==> src/rtl/alu_issue.sv <==
// rtl/alu_issue.sv - RV32I ALU-class decode and single-entry issue register (optional FORWARD_EN operand forwarding)
module alu_issue (
  input  logic        clk,
  input  logic        rst,
  input  logic        in_valid,
  output logic        in_ready,
  input  logic [31:0] instr,
  input  logic [31:0] pc,
  input  logic [31:0] rs1_data,
  input  logic [31:0] rs2_data,
  input  logic        flush,
`ifdef FORWARD_EN
  input  logic        fwd_valid,
  input  logic [4:0]  fwd_rd,
  input  logic [31:0] fwd_data,
`endif
  output logic        out_valid,
  input  logic        out_ready,
  output logic [3:0]  alu_op,
  output logic [31:0] in1,
  output logic [31:0] in2,
  output logic [4:0]  rd,
  output logic        rd_we,
  output logic        illegal,
  output logic [31:0] issue_cnt
);

  localparam logic [6:0] OPC_OP    = 7'b0110011;
  localparam logic [6:0] OPC_OPIMM = 7'b0010011;
  localparam logic [6:0] OPC_LUI   = 7'b0110111;
  localparam logic [6:0] OPC_AUIPC = 7'b0010111;
  localparam logic [6:0] F7_ZERO   = 7'b0000000;
  localparam logic [6:0] F7_ALT    = 7'b0100000;

  logic [6:0]  opcode;
  logic [2:0]  funct3;
  logic [6:0]  funct7;
  logic [31:0] src1, src2;

  logic [3:0]  dec_op;
  logic [31:0] dec_in1, dec_in2;
  logic        dec_ill;

  logic        out_valid_q, out_valid_d;
  logic [3:0]  alu_op_q, alu_op_d;
  logic [31:0] in1_q, in1_d, in2_q, in2_d;
  logic [4:0]  rd_q, rd_d;
  logic        rd_we_q, rd_we_d;
  logic        illegal_q, illegal_d;
  logic [31:0] issue_cnt_q, issue_cnt_d;

  logic        capture, handoff;

  assign opcode = instr[6:0];
  assign funct3 = instr[14:12];
  assign funct7 = instr[31:25];

`ifdef FORWARD_EN
  // Bypass a pending writeback onto rs1/rs2; x0 is never forwarded.
  always_comb begin
    src1 = rs1_data;
    src2 = rs2_data;
    if (fwd_valid && (fwd_rd != 5'd0) && (fwd_rd == instr[19:15])) src1 = fwd_data;
    if (fwd_valid && (fwd_rd != 5'd0) && (fwd_rd == instr[24:20])) src2 = fwd_data;
  end
`else
  assign src1 = rs1_data;
  assign src2 = rs2_data;
`endif

  // Decode the incoming word into ALU opcode, operands and legality; illegal words yield zero operands.
  always_comb begin
    dec_op  = 4'b0000;
    dec_in1 = 32'd0;
    dec_in2 = 32'd0;
    dec_ill = 1'b0;
    case (opcode)
      OPC_OP: begin
        dec_op  = {instr[30], funct3};
        dec_in1 = src1;
        dec_in2 = src2;
        if (!((funct7 == F7_ZERO) ||
              ((funct7 == F7_ALT) && ((funct3 == 3'b000) || (funct3 == 3'b101)))))
          dec_ill = 1'b1;
      end
      OPC_OPIMM: begin
        dec_op  = {(funct3 == 3'b101) ? instr[30] : 1'b0, funct3};
        dec_in1 = src1;
        dec_in2 = {{20{instr[31]}}, instr[31:20]};
        if ((funct3 == 3'b001) || (funct3 == 3'b101))
          dec_in2 = {27'd0, instr[24:20]};
        if ((funct3 == 3'b001) && (funct7 != F7_ZERO))
          dec_ill = 1'b1;
        if ((funct3 == 3'b101) && (funct7 != F7_ZERO) && (funct7 != F7_ALT))
          dec_ill = 1'b1;
      end
      OPC_LUI: begin
        dec_in2 = {instr[31:12], 12'd0};
      end
      OPC_AUIPC: begin
        dec_in1 = pc;
        dec_in2 = {instr[31:12], 12'd0};
      end
      default: dec_ill = 1'b1;
    endcase
    if (dec_ill) begin
      dec_op  = 4'b0000;
      dec_in1 = 32'd0;
      dec_in2 = 32'd0;
    end
  end

  assign in_ready = !flush && (!out_valid_q || out_ready);
  assign capture  = in_valid && in_ready;
  assign handoff  = out_valid_q && out_ready;

  // Next-state of the output entry and the legal-handoff counter; flush drops the entry and freezes the count.
  always_comb begin
    out_valid_d = out_valid_q;
    alu_op_d    = alu_op_q;
    in1_d       = in1_q;
    in2_d       = in2_q;
    rd_d        = rd_q;
    rd_we_d     = rd_we_q;
    illegal_d   = illegal_q;
    issue_cnt_d = issue_cnt_q;
    if (flush) begin
      out_valid_d = 1'b0;
    end else begin
      if (handoff && !illegal_q) issue_cnt_d = issue_cnt_q + 32'd1;
      if (capture) begin
        out_valid_d = 1'b1;
        alu_op_d    = dec_op;
        in1_d       = dec_in1;
        in2_d       = dec_in2;
        rd_d        = instr[11:7];
        rd_we_d     = !dec_ill;
        illegal_d   = dec_ill;
      end else if (handoff) begin
        out_valid_d = 1'b0;
      end
    end
  end

  // Output entry register and issue counter.
  always_ff @(posedge clk or posedge rst) begin
    if (rst) begin
      out_valid_q <= 1'b0;
      alu_op_q    <= 4'b0000;
      in1_q       <= 32'd0;
      in2_q       <= 32'd0;
      rd_q        <= 5'd0;
      rd_we_q     <= 1'b0;
      illegal_q   <= 1'b0;
      issue_cnt_q <= 32'd0;
    end else begin
      out_valid_q <= out_valid_d;
      alu_op_q    <= alu_op_d;
      in1_q       <= in1_d;
      in2_q       <= in2_d;
      rd_q        <= rd_d;
      rd_we_q     <= rd_we_d;
      illegal_q   <= illegal_d;
      issue_cnt_q <= issue_cnt_d;
    end
  end

  assign out_valid = out_valid_q;
  assign alu_op    = alu_op_q;
  assign in1       = in1_q;
  assign in2       = in2_q;
  assign rd        = rd_q;
  assign rd_we     = rd_we_q;
  assign illegal   = illegal_q;
  assign issue_cnt = issue_cnt_q;

endmodule

==> config.mk <==
export PLATFORM = sky130hd
export DESIGN_NAME = alu_issue
export DESIGN_NICKNAME = d
export VERILOG_FILES = /design/src/rtl/alu_issue.sv
export SDC_FILE = /design/constraint.sdc
export NUM_CORES = 1
export LEC_CHECK = 0
export ABC_AREA = 0
export ABC_CLOCK_PERIOD_IN_PS = 4800
export BUFFER_PORTS_ARGS = -buffer_cell sky130_fd_sc_hd__clkbuf_2
export CAP_MARGIN = 25
export CORE_MARGIN = 1.5
export CORE_UTILIZATION = 48
export CTS_CLUSTER_DIAMETER = 100
export DETAILED_ROUTE_END_ITERATION = 10
export GPL_ROUTABILITY_DRIVEN = 0
export PLACE_DENSITY = 0.87
export SLEW_MARGIN = 30
export SYNTH_ARGS = -nofsm -noshare
export SYNTH_HDL_FRONTEND = slang
export SYNTH_SLANG_ARGS = --single-unit
==> constraint.sdc <==
create_clock -name clk -period 4.8 [get_ports clk]
set_input_delay 1.2 -clock clk [delete_from_list [all_inputs] [get_ports clk]]
set_output_delay 1.2 -clock clk [all_outputs]
set_load 0.03 [all_outputs]
=== Word-level counts from Yosys, hierarchy flattened ===
Cells that the tools add are included.

* Register bits: 108
* Output and inout bits: 109
* Logic and storage cells: 57

* Reductions and logical operators: 24
* Equal/unequal tests: 8
* Bitwise logic cells: 1
* $add $sub $neg: 1
* Mux-type cells: 15

{| class="wikitable"
|+ Operator list
! kind !! count
|-
| two-way mux 32 bit || 3
|-
| one-hot mux 32 bit (3 select lines) || 1
|-
| one-hot mux 32 bit (2 select lines) || 1
|-
| adder 32 x 1 -> 32 bit (second input constant) || 1
|-
| equality test 7 x 6 -> 1 bit (second input constant) || 3
|-
| equality test 7 x 5 -> 1 bit (second input constant) || 2
|-
| logical AND 1 bit || 8
|-
| one-hot mux 4 bit (2 select lines) || 1
|-
| zero test 7 bit || 1
|-
| two-way mux 1 bit || 7
|-
| != test 7 x 6 -> 1 bit (second input constant) || 1
|-
| nonzero test 7 bit || 1
|-
| zero test 1 bit || 4
|-
| logical OR 1 bit || 4
|-
| two-way mux 4 bit || 1
|-
| AND reduction 2 bit || 2
|-
| OR reduction 2 bit || 2
|-
| equality test 3 x 1 -> 1 bit (second input constant) || 1
|-
| equality test 3 bit (second input constant) || 1
|-
| zero test 3 bit || 1
|-
| one-hot mux 1 bit (3 select lines) || 1
|-
| nonzero test 3 bit || 1
|-
| inverter 1 bit || 1
|}

=== Longest topological paths before layout ===
Gate-level depths: netlist (run 1).

* Depth in word-level cells: 7
* Depth in mapped cells: 7
* Mapped depth without buffers: 5

=== Least setup slack after synthesis (run 1) ===
No wires, ideal clock.

* Path type: input to output
* From: input out_ready
* To: output in_ready
* Setup slack: 1959 ps
* Path buffers: 0
* Stages: 2
* Arrival: 1641 ps
* Required time: 3600 ps
* Cell sequence: nor2b_1 > nor2_1

* Longest elaborated chain between the ends: 2

{| class="wikitable"
|+ Ends and longest elaborated chain
! element !! RTL line !! RTL
|-
| start: declaration || 18 || <nowiki>input logic out_ready,</nowiki>
|-
| logical OR 1 bit || 113 || <nowiki>assign in_ready = !flush && (!out_valid_q || out_ready);</nowiki>
|-
| logical AND 1 bit || 113 ||
|-
| end: declaration || 6 || <nowiki>output logic in_ready,</nowiki>
|}

No other way between the ends.

=== Worst setup path after layout (run 1) ===
* From: input instr[5]
* To: register in2_q[25], in the netlist in2[25]

* Longest elaborated chain between the ends: 4
* Elaborated cells on any way between the ends: 8
* Those cells by class: eq/ne (4); mux (3); reduce/logical (1)

{| class="wikitable"
|+ Ends and longest elaborated chain
! element !! RTL line !! RTL
|-
| start: declaration || 7 || <nowiki>input logic [31:0] instr,</nowiki>
|-
| equality test 7 x 5 -> 1 bit or equality test 7 x 6 -> 1 bit (tied branches) || 77 || <nowiki>case (opcode)</nowiki>
|-
| OR reduction 2 bit (no source line) || - ||
|-
| one-hot mux 32 bit (3 select lines) or one-hot mux 1 bit (3 select lines) (tied branches) || 77 ||
|-
| two-way mux 32 bit (*) || 106 || <nowiki>if (dec_ill) begin</nowiki>
|-
| end signal: assignment || 160 || <nowiki>in2_q <= in2_d;</nowiki>
|-
| end: declaration || 46 || <nowiki>logic [31:0] in1_q, in1_d, in2_q, in2_d;</nowiki>
|}

Every way passes the cells marked *; elsewhere a longest branch is shown, timed or not.
A chain may end at the register's enable or synchronous reset.

==> results of run 1 <==
synthesized netlist by cell type, types with 2 or more instances:
cell type / number / area share [%]
a221oi_1: 19 / 3.1
xnor2_1: 28 / 4.5
o21a_1: 2 / 0.28
xor2_1: 3 / 0.49
buf_6: 4 / 0.84
a21oi_1: 4 / 0.37
nand2b_1: 3 / 0.35
a32o_1: 32 / 5.9
nor2_1: 9 / 0.63
o31ai_2: 19 / 4.4
inv_1: 42 / 2.9
clkbuf_1: 29 / 2.0
nor4_1: 2 / 0.23
dfrtp_1: 108 / 50
o31ai_1: 16 / 2.2
nand4_1: 15 / 1.7
a22oi_1: 6 / 0.84
buf_2: 5 / 0.46
nand2_1: 85 / 5.9
nor3_1: 7 / 0.65
nor3b_1: 2 / 0.28
and3_1: 4 / 0.46
mux2_2: 5 / 1.0
nand3_1: 12 / 1.1
o21ai_0: 33 / 3.1
nor4_2: 2 / 0.46
nor2b_1: 9 / 1.0
mux2i_1: 5 / 0.93
logic make-up (layout without fill, tap and decap cells):
family / count (synthesis) / count (layout) / synth area share, %
AOI/OAI and AO/OA: 138 / 138 / 21.42
xor gates and xnor gates: 32 / 32 / 5.338
adders and majority gates: 1 / 1 / 0.2320
buffers and inverters: 80 / 306 / 6.243
DFF: 108 / 108 / 50.13
muxes: 10 / 10 / 1.973
and+or+nand+nor: 160 / 160 / 14.67
worst paths after layout:
| kind | from | to | slack, ns |
|---|---|---|---|
| setup / recovery | instr[5] | in2[25] | 1.52 |
| hold / removal | alu_op[3] | alu_op[3] | 0.50 |
| setup reg to reg | illegal | issue_cnt[15] | 2.58 |
| hold reg to reg | alu_op[3] | alu_op[3] | 0.50 |
| max in group asynchronous | rst | in1[7] | 2.98 |
| min in group asynchronous | rst | issue_cnt[23] | 0.96 |
power by group through the flow:
stage	sequential [µW]	combinational [µW]	clock, µW
after CTS	936	254	591
final	937	254	584
after floorplan	985	113	0
after global placement	953	244	0
after global routing	939	276	634
after detailed placement	954	253	0
placed cells by master (no fill, tap or decap), drive strengths merged, types with 2 or more instances in the layout:
cell type / Yosys / layout
clkbuf: 29 / 250
dfrtp: 108 / 108
nand2: 85 / 85
inv: 42 / 45
o31ai: 35 / 35
o21ai: 34 / 34
a32o: 32 / 32
xnor2: 29 / 29
a221oi: 19 / 19
nand4: 15 / 15
nand3: 12 / 12
nor2: 9 / 9
nor2b: 9 / 9
buf: 9 / 7
nor3: 7 / 7
a22oi: 6 / 6
mux2: 5 / 5
mux2i: 5 / 5
and3: 4 / 4
a21oi: 4 / 4
nor4: 4 / 4
xor2: 3 / 3
nand2b: 3 / 3
nor3b: 3 / 3
or3: 3 / 3
o21a: 2 / 2
clkinv: 0 / 2
sequential cells by signal, summed over array words and instances (netlist names):
| name | count |
|---|---|
| alu_op | 4 |
| illegal | 1 |
| rd | 5 |
| in1 | 32 |
| issue_cnt | 32 |
| rd_we | 1 |
| out_valid | 1 |
| in2 | 32 |
layout make-up:
cell class	count	area [µm²]
sequential	108	2703
fill	880	3989
clock inverter	7	83.83
tap	140	175.2
clock buffer	9	123.9
inverter	42	162.7
timing repair buffer	248	1259
multi-input combinational	341	2392
tightest hold or removal path: stages, from the launching register on:
cell	delay [ns]
dfrtp_1	0.36
nand2_1	0.06
o41ai_2	0.05
metal layers:
metal	GRT usage, %	up-vias	wire length [µm]
met5	0	-	0
met4	9.586	0	411
met3	4.304	44	1200
met2	45.18	287	7900
met1	33.32	2492	6187
li1	-	2338	-
metrics by stage:
stage          instances  setup WS, ns  utilization, %  hold slack (ns)
2_1_floorplan        529        0.7544               -           0.6539
3_3_place_gp         879         1.298           61.19           0.4615
3_5_place_dp         879         1.144           61.38           0.4715
4_1_cts              895         1.547           63.28           0.4958
5_1_grt              895         1.321           63.36           0.5099
6_report             895         1.517           63.36           0.4960
==> metrics.cfg, run 1 <==
[route]
drc=0
vias_per_cell=5.766
routed-via-count=5161
detail-route-antenna-nets=0
post_drt_wl_per_cell_um=17.54
wirelength_mm=15.70
drtPass1Iterations=6
drt-initial-drc-count=381

[floorplan]
ioPinCount=242
fp.dieArea_mm2=0.01188
die_h_um=109.0
start_util_pct=49.52
core-area_mm2=0.01089
die_w_um=109.0
row_count=38

[sta]
skew_ns=0.01439
finalSetupTns_ns=0
period_needed_ns=3.283
fmax_mhz=304.6
rsz0062_at_grt=no
setup_viol=0
fin_crit_sh_pct=68.41
drv_slew=0
hold_viol=0
worstMarginPinSlew_ns=0.9618
maxSlewHeadroom_pct=35.88

[global_route]
antenna_found_initial=0
grt_use_total_pct=26.31
grt_pass1_vias=4910
grt_first_pass_wirelength_mm=24.36
grt_max_degree=84
overflow=0

[place]
io_buffers=241
place_area_mm2=0.006683
dp_hpwl_mm=11.45

[clocking]
cts_tree=built
clock-sinks=108
cts_setup_buffers=0
insertion_delay_ns=0.37
cts_root_buf=clkbuf_8
path_clk_slew_ns=0.11
cts_made_buffers=9
clockBufferDepth=2
ctsResizeCount=0
postCtsHoldBufs=0
h-tree-depth=3

[pwr]
leakage_uw=0.003542
clkPwrFrac_pct=32.9
p_switching_uw=505.8
power_frac_seq_pct=52.8
switching_share_pct=28.49
ir_drop_mv=0.1664
power_density_mw_per_mm2=257.4
p_int_uw=1270
power_uw=1776
combPwrFrac_pct=14.3

[status]
status=complete, no violations

[worst_setup_path]
cp-start-kind=primary input
path_depth=6
worstPathCellList=clkbuf_2 -> or2_2 -> a311oi_1 -> or3_1 -> buf_4 -> o31ai_1
crit_buf_inv=2
critPathTopFamily=simple AND/OR/NAND/NOR gates
arrival_ns=3.50
rr_worst_depth=4
critical_path_class=in2reg
path_max_fanout=26
critPathCaptureType=register
slowest_stage=or3_1
crit_required_ns=5.02
slowest_delay_ns=0.60

[finish]
synthToLayoutAreaGrowth_pct=27.96
fin_area_mm2=0.006899
layout-drive-gt1-share_pct=40.40
nNetsFinal=884
n_antenna_cell=0

[synthesis]
syn_inst=529
avgSynthCellArea_um2=10.19
netlist_area_mm2=0.005391
synth_cell_type_count=47
ys.flop_type=dfrtp_1
seq_area_frac_synth_pct=50.13
synth_nets=663
async_flop_share_pct=100.0
synth_edf_count=0
synth_warnings=0
synth-seq-cells=108

[min_path]
hold_depth=2
hold_path.class=reg2reg

[run]
drv_cap=0

Note: power is estimated with default switching activity, not from simulation.
==> run 2: changes to the inputs <==
--- a/config.mk
+++ b/config.mk
@@ -6,15 +6,15 @@
 export NUM_CORES = 1
 export LEC_CHECK = 0
 export ABC_AREA = 0
-export ABC_CLOCK_PERIOD_IN_PS = 4800
+export ABC_CLOCK_PERIOD_IN_PS = 2690
 export BUFFER_PORTS_ARGS = -buffer_cell sky130_fd_sc_hd__clkbuf_2
 export CAP_MARGIN = 25
 export CORE_MARGIN = 1.5
-export CORE_UTILIZATION = 48
+export CORE_UTILIZATION = 43
 export CTS_CLUSTER_DIAMETER = 100
 export DETAILED_ROUTE_END_ITERATION = 10
 export GPL_ROUTABILITY_DRIVEN = 0
-export PLACE_DENSITY = 0.87
+export PLACE_DENSITY = 0.83
 export SLEW_MARGIN = 30
 export SYNTH_ARGS = -nofsm -noshare
 export SYNTH_HDL_FRONTEND = slang
==> constraint.sdc (replaced) <==
create_clock -name clk -period 2.69 [get_ports clk]
set_input_delay 0.6725 -clock clk [delete_from_list [all_inputs] [get_ports clk]]
set_output_delay 0.6725 -clock clk [all_outputs]
set_load 0.03 [all_outputs]
==> run 2 against run 1 <==
Effect of this change:
- clock-buffer cell count rose by 2
- largest power group unchanged
- critical path depth did not move
- via count down 2.7%
- total power increased by 93%
- highest routed layer unchanged
==> metrics.cfg, run 2 (synthesis gave the netlist of run 1 again) <==
[sta]
final.setup.worst_slack_ns=0.5800  ; was 1.517 ns
fin_crit_sh_pct=78.44
rsz0062_at_grt=no  ; unchanged
hold_viol=0  ; unchanged
fmax_mhz=473.9
finalSetupTns_ns=0  ; unchanged
setup_viol=0  ; unchanged
maxSlewHeadroom_pct=53.61  ; was 35.88%
worstMarginPinSlew_ns=0.6958  ; was 0.9618 ns
skew_ns=0.006039  ; was 0.01439 ns
drv_slew=0  ; unchanged
period_needed_ns=2.110

[clocking]
path_clk_slew_ns=0.07  ; was 0.11 ns
cts_made_buffers=9  ; unchanged
h-tree-depth=3  ; unchanged
postCtsHoldBufs=0  ; unchanged
clockBufferDepth=2  ; unchanged
cts_setup_buffers=0  ; unchanged
cts_root_buf=clkbuf_16  ; was clkbuf_8
clock-sinks=108  ; unchanged
cts_tree=built  ; unchanged
ctsResizeCount=0  ; unchanged
insertion_delay_ns=0.35  ; was 0.37 ns

[finish]
fin_area_mm2=0.007111  ; was 0.006899 mm²
nNetsFinal=894  ; was 884
final_cell_mix=241 x clkbuf_2, 108 x dfrtp_1, 84 x nand2_1  ; unchanged
fill_cells=1076  ; was 880
synthToLayoutAreaGrowth_pct=31.89  ; was 27.96%
multiInputGateArea_mm2=0.002367  ; was 0.002392 mm²
mostFrequentLayoutCell=clkbuf_2  ; unchanged
register_area_mm2=0.002703  ; unchanged
n_antenna_cell=0  ; unchanged
layout-drive-gt1-share_pct=40.92  ; was 40.40%

[pwr]
leakage_uw=0.003640  ; was 0.003542 µW
power_uw=3421  ; was 1776 µW
power_density_mw_per_mm2=481.1  ; was 257.4 mW/mm²
ir_drop_mv=0.3418  ; was 0.1664 mV

[worst_setup_path]
arrival_ns=2.36  ; was 3.50 ns
path_max_fanout=33  ; was 26
timing.rr.start=illegal  ; unchanged
cp-start-kind=primary input  ; unchanged
critPathCaptureType=register  ; unchanged
critical_path_class=in2reg  ; unchanged
rrSetupSlack_ns=0.80  ; was 2.58 ns
crit_required_ns=2.94  ; was 5.02 ns
rr_worst_depth=4  ; unchanged
timing.rr.end=issue_cnt[15]  ; unchanged

[route]
drtPass1Iterations=5  ; was 6
routed-via-count=5024  ; was 5,161
drc=0  ; unchanged
detail-route-antenna-nets=0  ; unchanged
drt-initial-drc-count=453  ; was 381
vias_per_cell=5.385  ; was 5.766
post_drt_wl_per_cell_um=16.17  ; was 17.54 µm
wirelength_mm=15.09  ; was 15.70 mm

[run]
drv_cap=0  ; unchanged

[floorplan]
die_w_um=115.0  ; was 109.0 µm
die_h_um=115.0  ; was 109.0 µm
start_util_pct=44.51  ; was 49.52%
fp.dieArea_mm2=0.01322  ; was 0.01188 mm²
core-area_mm2=0.01211  ; was 0.01089 mm²
ioPinCount=242  ; unchanged
row_count=40  ; was 38

[global_route]
grt_pass1_vias=4847  ; was 4,910
antenna_found_initial=0  ; unchanged
grt_first_pass_wirelength_mm=24.26  ; was 24.36 mm
grt_use_total_pct=23.24  ; was 26.31%
overflow=0  ; unchanged
grt_max_degree=76  ; was 84

[min_path]
hold_path.class=in2async  ; was reg2reg

[place]
place_ws_ns=0.2231  ; was 1.144 ns
place_area_mm2=0.006824  ; was 0.006683 mm²
dp_hpwl_mm=11.11  ; was 11.45 mm
io_buffers=241  ; unchanged

[status]
status=complete, no violations  ; unchanged

==> run 2: worst max path at each step <==
stage	startpoint	end	slack, ns	cells past startpoint
global route	instr[25]	in2[23]	0.42	6
detailed placement	instr[25]	in2[19]	0.22	6
floorplan	flush	issue_cnt[15]	0.50	5
CTS	instr[25]	in2[19]	0.59	6
finish	instr[25]	in2[27]	0.58	6
global placement	instr[25]	in2[6]	0.29	6
==> run 2: per-layer routing <==
metal	share of wire, %	up-vias	GRT usage (%)	wire [µm]
met5	0	-	0	0
met4	2.0	0	8.889	304
met3	6.3	24	3.795	957
met2	49	210	39.17	7467
met1	42	2426	30.15	6358
li1	-	2364	-	-
==> run 2: final cells by class <==
class,instances,area share [%]
Clock buffer,11,3.273
Clock inverter,5,0.7390
Inverter,42,2.270
Multi-Input combinational cell,341,33.29
Sequential cell,108,38.01
Tap cell,168,2.956
Timing Repair Buffer,258,19.46
==> run 2: through the flow <==
step,hold WS [ns],cells,util (%)
2_1_floorplan,0.6539,529,-
3_3_place_gp,0.4608,917,56.34
3_5_place_dp,0.4631,917,56.34
4_1_cts,0.3665,933,58.70
5_1_grt,0.4095,933,58.71
6_report,0.3673,933,58.71
==> run 2: power breakdown <==
group	switching [µW]	total (µW)	internal, µW
Combinational	286	461	175
Sequential	19.0	1670	1650
Clock	572	1290	718
Total	876	3420	2540
==> run 2: worst max-delay path: stages <==
cell      delay (ns)
clkbuf_2        0.11
nor4_2          0.36
a311oi_1        0.18
or3_1           0.52
buf_12          0.23
o31ai_1         0.27
==> run 3: changes to the inputs <==
--- a/config.mk
+++ b/config.mk
@@ -6,15 +6,15 @@
 export NUM_CORES = 1
 export LEC_CHECK = 0
 export ABC_AREA = 0
-export ABC_CLOCK_PERIOD_IN_PS = 2690
+export ABC_CLOCK_PERIOD_IN_PS = 1950
 export BUFFER_PORTS_ARGS = -buffer_cell sky130_fd_sc_hd__clkbuf_2
 export CAP_MARGIN = 25
 export CORE_MARGIN = 1.5
-export CORE_UTILIZATION = 43
+export CORE_UTILIZATION = 48
 export CTS_CLUSTER_DIAMETER = 100
 export DETAILED_ROUTE_END_ITERATION = 10
 export GPL_ROUTABILITY_DRIVEN = 0
-export PLACE_DENSITY = 0.83
+export PLACE_DENSITY = 0.87
 export SLEW_MARGIN = 30
 export SYNTH_ARGS = -nofsm -noshare
 export SYNTH_HDL_FRONTEND = slang
==> constraint.sdc (replaced) <==
create_clock -name clk -period 1.95 [get_ports clk]
set_input_delay 0.4875 -clock clk [delete_from_list [all_inputs] [get_ports clk]]
set_output_delay 0.4875 -clock clk [all_outputs]
set_load 0.03 [all_outputs]
==> run 3 against run 2 <==
Effect of this change:
- die area shrank 10%
- cell area grew 1.0%
- worst hold slack lost 0.13 ns
- critical path type unchanged
- cell count shrank 0.54%
- setup slack lost 0.47 ns
- global-route usage grew 3.1 points
- sequential power grew 38%
- non-clock buffer count grew 23
- routed wire length grew 2.8%
==> metrics.cfg, run 3 (synthesis gave the netlist of run 1 again) <==
[route]
routed-via-count=5255  ; was 5,024
vias_per_cell=5.663  ; was 5.385
drtPass1Iterations=5  ; unchanged
drc=0  ; unchanged
detail-route-antenna-nets=0  ; unchanged
drt-initial-drc-count=438  ; was 453
wirelength_mm=15.51  ; was 15.09 mm
post_drt_wl_per_cell_um=16.72  ; was 16.17 µm

[floorplan]
row_count=38  ; was 40
die_w_um=109.0  ; was 115.0 µm
die_h_um=109.0  ; was 115.0 µm
core-area_mm2=0.01089  ; was 0.01211 mm²
ioPinCount=242  ; unchanged
fp.dieArea_mm2=0.01188  ; was 0.01322 mm²
start_util_pct=49.52  ; was 44.51%

[clocking]
cts_setup_buffers=0  ; unchanged
cts_root_buf=clkbuf_8  ; was clkbuf_16
insertion_delay_ns=0.38  ; was 0.35 ns
h-tree-depth=3  ; unchanged
ctsResizeCount=0  ; unchanged
clockBufferDepth=2  ; unchanged
postCtsHoldBufs=0  ; unchanged
cts_tree=built  ; unchanged
path_clk_slew_ns=0.10  ; was 0.07 ns
cts_made_buffers=9  ; unchanged
clock-sinks=108  ; unchanged

[sta]
rsz0062_at_grt=no  ; unchanged
hold_viol=0  ; unchanged
maxSlewHeadroom_pct=53.64  ; was 53.61%
finalSetupTns_ns=0  ; unchanged
fmax_mhz=544.6
final.setup.worst_slack_ns=0.1136  ; was 0.5800 ns
fin_crit_sh_pct=94.17
setup_viol=0  ; unchanged
drv_slew=0  ; unchanged
period_needed_ns=1.836
skew_ns=0.009043  ; was 0.006039 ns
worstMarginPinSlew_ns=0.6939  ; was 0.6958 ns

[global_route]
grt_max_degree=109  ; was 76
overflow=0  ; unchanged
grt_use_total_pct=26.32  ; was 23.24%
grt_pass1_vias=4968  ; was 4,847
antenna_found_initial=0  ; unchanged
grt_first_pass_wirelength_mm=24.34  ; was 24.26 mm

[min_path]
hold_path.class=in2async  ; unchanged

[worst_setup_path]
path_max_fanout=25  ; was 33
arrival_ns=2.12  ; was 2.36 ns
critPathCaptureType=register  ; unchanged
cp-start-kind=primary input  ; unchanged
crit_required_ns=2.23  ; was 2.94 ns
critical_path_class=in2reg  ; unchanged

[finish]
utilization_pct=65.96  ; was 58.71%
mostFrequentLayoutCell=clkbuf_2  ; unchanged
n_antenna_cell=0  ; unchanged
nNetsFinal=917  ; was 894
fin_area_mm2=0.007182  ; was 0.007111 mm²
final_cell_mix=241 x clkbuf_2, 106 x dfrtp_1, 84 x nand2_1  ; was 241 x clkbuf_2, 108 x dfrtp_1, 84 x nand2_1
layout-drive-gt1-share_pct=42.89  ; was 40.92%
fill_cells=866  ; was 1,076
synthToLayoutAreaGrowth_pct=33.21  ; was 31.89%

[pwr]
leakage_uw=0.003704  ; was 0.003640 µW
ir_drop_mv=0.3443  ; was 0.3418 mV
power_uw=4311  ; was 3421 µW
power_density_mw_per_mm2=600.2  ; was 481.1 mW/mm²

[place]
place_area_mm2=0.006994  ; was 0.006824 mm²
io_buffers=241  ; unchanged
dp_hpwl_mm=11.69  ; was 11.11 mm
place_ws_ns=-0.2861  ; was 0.2231 ns

[run]
drv_cap=0  ; unchanged

[status]
status=complete, no violations  ; unchanged

-- run 3: where the power goes --
group	leakage (µW)	total, µW	switching (µW)	internal (µW)
clock network	0.0000892	1330	790	543
logic	0.00214	671	399	273
registers	0.00148	2310	29.0	2280
-- run 3: through the flow --
stage / hold slack (ns) / std cells
after floorplan: 0.5502 / 529
after global placement: 0.4624 / 912
after detailed placement: 0.4705 / 912
after CTS: 0.2802 / 928
after global routing: 0.3022 / 928
final: 0.2388 / 928
-- run 3: routing by layer --
| metal | global-route usage [%] | share of wire (%) | vias to the layer above |
|---|---|---|---|
| li1 | - | - | 2413 |
| met1 | 33.37 | 39 | 2547 |
| met2 | 43.75 | 51 | 254 |
| met3 | 5.140 | 7.3 | 41 |
| met4 | 11.28 | 2.9 | 0 |
| met5 | 0 | 0 | - |
-- run 3: worst paths after layout --
kind	from	endpoint	slack, ns	cells past startpoint
max in group asynchronous	rst	illegal	1.24	3
worst min-delay path	rst	in2[6]	0.24	3
min in group clk	instr[7]	rd[0]	0.34	2
worst max register to register	issue_cnt[2]	issue_cnt[15]	0.15	4
worst min register to register	issue_cnt[31]	issue_cnt[31]	0.49	1
worst max-delay path	instr[25]	in2[15]	0.11	6
-- run 3: critical path: stages --
cell      delay, ns
clkbuf_2       0.10
nor4_2         0.37
a311oi_1       0.17
or3_1          0.44
buf_4          0.26
o31ai_2        0.28
-- run 3: cell type report --
| class | instances | area [µm²] | area share, % |
|---|---|---|---|
| multi-input combinational | 341 | 2371 | 33.01 |
| clock inverter | 4 | 32.53 | 0.4530 |
| sequential | 108 | 2705 | 37.67 |
| clock buffer | 12 | 155.1 | 2.160 |
| tap | 140 | 175.2 | 2.439 |
| timing repair buffer | 281 | 1582 | 22.02 |
| inverter | 42 | 161.4 | 2.247 |
